File: src/rtl/layer_mac_seq.sv
// Fully connected layer sequencer: buffers one activation vector, walks the weight ROM
// neuron by neuron, and streams one shifted/ReLU/saturated byte per neuron.
module layer_mac_seq #(
  parameter int unsigned N_IN  = 6,
  parameter int unsigned N_OUT = 13,
  parameter int unsigned WBASE = 0,
  parameter int unsigned FRAC  = 5
) (
  input  logic       clk,
  input  logic       rst,
  input  logic       in_valid,
  output logic       in_ready,
  input  logic [7:0] in_data,
  output logic [7:0] w_addr,
  input  logic [7:0] w_data,
  output logic       out_valid,
  input  logic       out_ready,
  output logic [7:0] out_data,
  output logic       out_last,
  output logic       busy
);

  localparam int unsigned D_W   = 8;
  localparam int unsigned A_W   = 8;
  localparam int unsigned P_W   = 16;
  localparam int unsigned ACC_W = 20;
  localparam int unsigned K_W   = (N_IN > 1) ? $clog2(N_IN) : 1;
  localparam int unsigned J_W   = $clog2(N_IN + 1);
  localparam int unsigned N_W   = (N_OUT > 1) ? $clog2(N_OUT) : 1;

  typedef enum logic [1:0] {
    S_LOAD,
    S_RUN,
    S_OUT
  } state_t;

  state_t state, state_next;

  logic [K_W-1:0]          k, k_d;
  logic [J_W-1:0]          j, j_d;
  logic [N_W-1:0]          n, n_d;
  logic signed [ACC_W-1:0] acc, acc_d;
  logic [A_W-1:0]          w_addr_d;
  logic [D_W-1:0]          out_data_d;
  logic                    out_last_d;
  logic                    out_valid_d;
  logic                    in_ready_d;
  logic                    busy_d;
  logic                    x_we;

  logic signed [D_W-1:0]   x [N_IN];
  logic signed [D_W-1:0]   x_sel;
  logic signed [P_W-1:0]   prod;
  logic signed [ACC_W-1:0] sum;
  logic signed [ACC_W-1:0] scaled;
  logic [D_W-1:0]          result;

  logic in_fire, out_fire, k_last, j_bias, n_last;

  assign in_fire  = in_valid & in_ready;
  assign out_fire = out_valid & out_ready;
  assign k_last   = (k == K_W'(N_IN - 1));
  assign j_bias   = (j == J_W'(N_IN));
  assign n_last   = (n == N_W'(N_OUT - 1));

  // Activation select for the current weight index
  always_comb begin
    x_sel = '0;
    for (int i = 0; i < N_IN; i++) begin
      if (j == J_W'(i)) x_sel = x[i];
    end
  end

  assign prod   = P_W'($signed(w_data)) * P_W'(x_sel);
  assign sum    = acc + (ACC_W'($signed(w_data)) <<< FRAC);
  assign scaled = sum >>> FRAC;

  // ReLU then clamp to the 7-bit positive range
  always_comb begin
    if (scaled < 0)
      result = '0;
    else if (scaled > ACC_W'(127))
      result = D_W'(127);
    else
      result = scaled[D_W-1:0];
  end

  always_ff @(posedge clk) begin
    if (rst) state <= S_LOAD;
    else     state <= state_next;
  end

  always_comb begin
    state_next = state;
    case (state)
      S_LOAD:  if (in_fire && k_last) state_next = S_RUN;
      S_RUN:   if (j_bias) state_next = S_OUT;
      S_OUT:   if (out_fire) state_next = n_last ? S_LOAD : S_RUN;
      default: state_next = S_LOAD;
    endcase
  end

  // Next values of counters, accumulator and registered outputs
  always_comb begin
    k_d        = k;
    j_d        = j;
    n_d        = n;
    acc_d      = acc;
    w_addr_d   = w_addr;
    out_data_d = out_data;
    out_last_d = out_last;
    x_we       = 1'b0;
    case (state)
      S_LOAD: begin
        if (in_fire) begin
          x_we = 1'b1;
          if (k_last) begin
            k_d      = '0;
            j_d      = '0;
            n_d      = '0;
            acc_d    = '0;
            w_addr_d = A_W'(WBASE);
          end else begin
            k_d = K_W'(k + 1'b1);
          end
        end
      end
      S_RUN: begin
        if (j_bias) begin
          out_data_d = result;
          out_last_d = n_last;
        end else begin
          acc_d    = acc + ACC_W'(prod);
          j_d      = J_W'(j + 1'b1);
          w_addr_d = A_W'(w_addr + 1'b1);
        end
      end
      S_OUT: begin
        if (out_fire) begin
          j_d   = '0;
          acc_d = '0;
          if (n_last) begin
            n_d        = '0;
            k_d        = '0;
            out_last_d = 1'b0;
            w_addr_d   = A_W'(WBASE);
          end else begin
            n_d      = N_W'(n + 1'b1);
            w_addr_d = A_W'(w_addr + 1'b1);
          end
        end
      end
      default: ;
    endcase
    in_ready_d  = (state_next == S_LOAD);
    busy_d      = (state_next != S_LOAD);
    out_valid_d = (state_next == S_OUT);
  end

  always_ff @(posedge clk) begin
    if (rst) begin
      k         <= '0;
      j         <= '0;
      n         <= '0;
      acc       <= '0;
      w_addr    <= A_W'(WBASE);
      out_data  <= '0;
      out_last  <= 1'b0;
      out_valid <= 1'b0;
      in_ready  <= 1'b1;
      busy      <= 1'b0;
    end else begin
      k         <= k_d;
      j         <= j_d;
      n         <= n_d;
      acc       <= acc_d;
      w_addr    <= w_addr_d;
      out_data  <= out_data_d;
      out_last  <= out_last_d;
      out_valid <= out_valid_d;
      in_ready  <= in_ready_d;
      busy      <= busy_d;
    end
  end

  // Activation buffer keeps its contents across reset
  always_ff @(posedge clk) begin
    if (x_we) x[k] <= $signed(in_data);
  end

endmodule

File: config.mk
export PLATFORM = sky130hd
export DESIGN_NAME = layer_mac_seq
export DESIGN_NICKNAME = d
export VERILOG_FILES = /design/src/rtl/layer_mac_seq.sv
export SDC_FILE = /design/constraint.sdc
export NUM_CORES = 1
export LEC_CHECK = 0
export ABC_CLOCK_PERIOD_IN_PS = 8400
export CORE_UTILIZATION = 55
export CTS_CLUSTER_SIZE = 28
export DETAILED_ROUTE_END_ITERATION = 7
export GPL_TIMING_DRIVEN = 0
export PLACE_DENSITY = 0.78
export SLEW_MARGIN = 40
export SYNTH_ARGS = -nofsm -noshare
export SYNTH_HDL_FRONTEND = slang
export SYNTH_SLANG_ARGS = --single-unit
export TNS_END_PERCENT = 1
File: constraint.sdc
create_clock -name clk -period 8.4 [get_ports clk]
set_input_delay 1.68 -clock clk [delete_from_list [all_inputs] [get_ports clk]]
set_output_delay 1.68 -clock clk [all_outputs]
set_load 0.02 [all_outputs]
==> metrics, run 1 <==
status=completed; row count=44; setup TNS=0 ns; total core area=0.01470 mm²; share of cells above drive strength 1=0.03900; Placed Cells=1,091; vias in the first global route=6,321; DR pass1 iterations=5; r2r setup slk=0.59 ns; sequential power share=0.225; sequential-to-total area share from yosys stat=0.2952; DRT iter0 DRCs=312; total power=2.313 mW; grt total ovfl=0; wire per inst=16.04 µm; # IOs=40; number of routed nets with antenna violations=0; drt drc=0; count leader, synth=inv_1; # nets final=1,099; cts bufs inserted=9; clk_lat worst skew=0.36 ns; n_diodes=0; Post-synth ARST share=0; Placer Congestion=0.8840; WHS Path Cells=2; CTS Hold Buffers Added=0; post-synth top area share=0.2119; Die W=125.7 µm; max-cap violations=0; TritonCTS clock tree=done; Die ar.=0.01579 mm²; Worst R2R End=acc[18]; Crit. End Element=flip-flop; critical path class=input port to flip-flop; Sw Ratio=0.4115; fin crit share=0.9424; VDD IR max=215.8 µV; Setup Buffers After CTS=0; Switching Power=0.9515 mW; biggest area consumer among synthesized cells=fa_1; Initial Utilization=0.5721; # setup viols final=0; area grow syn2layout=11.59%; Mapped Cells=868; max-slew violation count=0; worst min-delay path startpoint=acc[2]; Comb pwr share=0.577; Die Y-Extent=125.7 µm; register area=0.002482 mm²; syn avg cell area=9.688 µm²; Yosys reg bits=100; CP Max Fanout=13; YS warnings=0; worst hold path class=flip-flop to flip-flop; # resized after CTS=0; CP arrival=8.17 ns; first-pass GRT wire length=30,660 µm; Least-Margin Pin Slew=0.7586 ns; WHS Endpoint=acc[2]; Post-Route WL=17,760 µm; Synth area leaders=fa_1, edfxtp_1, dfxtp_1; synthesized area=0.008409 mm²; leakage=4.055 nW; Syn Nets=1,049; skew final=0.009286 ns; Final min period=7.916 ns; CTS clk-pin slew, worst paths=0.07 ns; internal power=1.361 mW; gr usage total=0.2441; vias=6,239; Fmax achieved=0.1263 GHz; Fillers=1,184; largest net degree at the start of global routing=17; Top FF cell, synth=dfxtp_1; Avg Vias per Cell=5.636; Multi-input gate area=0.005415 mm²; most instantiated cells after synthesis=inv_1, fa_1, nand2_1; IO Port Bufs=39; RSZ-0062 raised after global routing=false; reg-to-reg startpoint=j[2]; Non-Filler Instances=1,107; Final Hold Violating Endpoints=0; CTS H-tree depth=3; Critical Path RT=8.65 ns; worst-case reg-to-reg path depth=24; Netlist cell types=60; CP startpoint kind=input port; dpl hpwl=13,740 µm; Slew headroom=0.4924; CTS Root Cell=clkbuf_16; initial antenna violation count=0; EDFF count, synth=48; clock sink count=100; clock power share=0.198; pwr/cell area=246.4 mW/mm²; largest buffer count on any clock path=2
==> per-layer routing <==
metal / track usage / wire length, µm / up-vias
met5: 0 / 0 / -
met4: 0.08824 / 412 / 0
met3: 0.02846 / 749 / 29
met2: 0.4085 / 8588 / 144
met1: 0.3288 / 8011 / 3040
li1: - / - / 3026
==> stage by stage <==
stage	util	area (µm²)	setup slack (ns)	hold slack [ns]
CTS	0.6378	9375	0.4671	0.4587
global placement	0.6143	9030	0.1788	0.4418
floorplan	-	8409	1.525	0.4319
detailed placement	0.6158	9051	0.08901	0.4488
global route	0.6384	9384	0.06002	0.4795
finish	0.6384	9384	0.4836	0.4538
==> final cells by class <==
cell class | count | share of cell area
buffer | 25 | 0.01093
clock buffer | 12 | 0.02627
clock inverter | 4 | 0.008267
inverter | 117 | 0.04680
multi-input combinational | 626 | 0.5771
sequential | 100 | 0.2645
tap | 184 | 0.02453
timing repair buffer | 39 | 0.04160
==> sequential cells by signal (all words and copies together) (netlist names) <==
signal     flops
x             48
busy           1
w_addr         8
out_valid      1
out_last       1
k              3
acc           20
in_ready       1
n              4
out_data       8
j              3
state          2
==> power groups by stage <==
stage	Combinational, mW	Sequential (mW)	Clock [mW]
2_1_floorplan	1.05	0.531	0
3_3_place_gp	1.27	0.531	0
3_5_place_dp	1.30	0.531	0
5_1_grt	1.52	0.521	0.479
6_report	1.33	0.520	0.459
4_1_cts	1.33	0.520	0.462
==> cells by family after synthesis <==
logic type,share of synthesized area
adder cells (fa/ha/maj),0.3190
AND/OR/NAND/NOR,0.1583
buffers and inverters,0.06442
XOR/XNOR,0.03229
flip-flops,0.2952
multiplexers,0.005952
AO/OA/AOI/OAI,0.1248
==> worst max-delay path: stages <==
cell	delay, ns
clkdlybuf4s50_1	0.67
buf_1	0.39
and2_1	0.69
inv_2	0.08
fa_1	0.52
inv_1	0.05
fa_1	0.51
fa_1	0.45
fa_1	0.56
inv_1	0.06
fa_1	0.50
inv_1	0.04
ha_1	0.34
o2111a_1	0.24
nor3_1	0.07
o41ai_1	0.55
nand2_1	0.17
a31oi_1	0.24
nor4_1	0.08
a211o_1	0.27
==> cells in the final DEF (no fill, tap or decap), types with 25 or more instances in the layout <==
master,n
ha_1,72
a21oi_1,53
fa_1,89
dfxtp_1,52
clkdlybuf4s50_1,39
nor2_1,67
nand2_1,75
edfxtp_1,48
inv_1,115
nor2b_1,38
a22oi_1,25
==> how the worst max path moves through the flow <==
| stage | slack (ns) | from | cells after the start | to |
|---|---|---|---|---|
| after CTS | 0.47 | w_data[7] | 20 | acc[18] |
| after global routing | 0.06 | j[2] | 24 | acc[18] |
| after floorplan | 1.52 | w_data[7] | 19 | acc[18] |
| after detailed placement | 0.09 | w_data[7] | 20 | acc[18] |
| after global placement | 0.18 | w_data[7] | 20 | acc[18] |
| final | 0.48 | w_data[7] | 20 | acc[18] |
Power figures use the tool's default switching activity.
==> run 2: changes to the inputs <==
--- a/config.mk
+++ b/config.mk
@@ -6,6 +6,7 @@
 export NUM_CORES = 1
 export LEC_CHECK = 0
 export ABC_CLOCK_PERIOD_IN_PS = 8400
+export CAP_MARGIN = 40
 export CORE_UTILIZATION = 55
 export CTS_CLUSTER_SIZE = 28
 export DETAILED_ROUTE_END_ITERATION = 7
==> results of run 2 <==
Same layout as run 1: the final DEF is identical, and so are final timing and power.
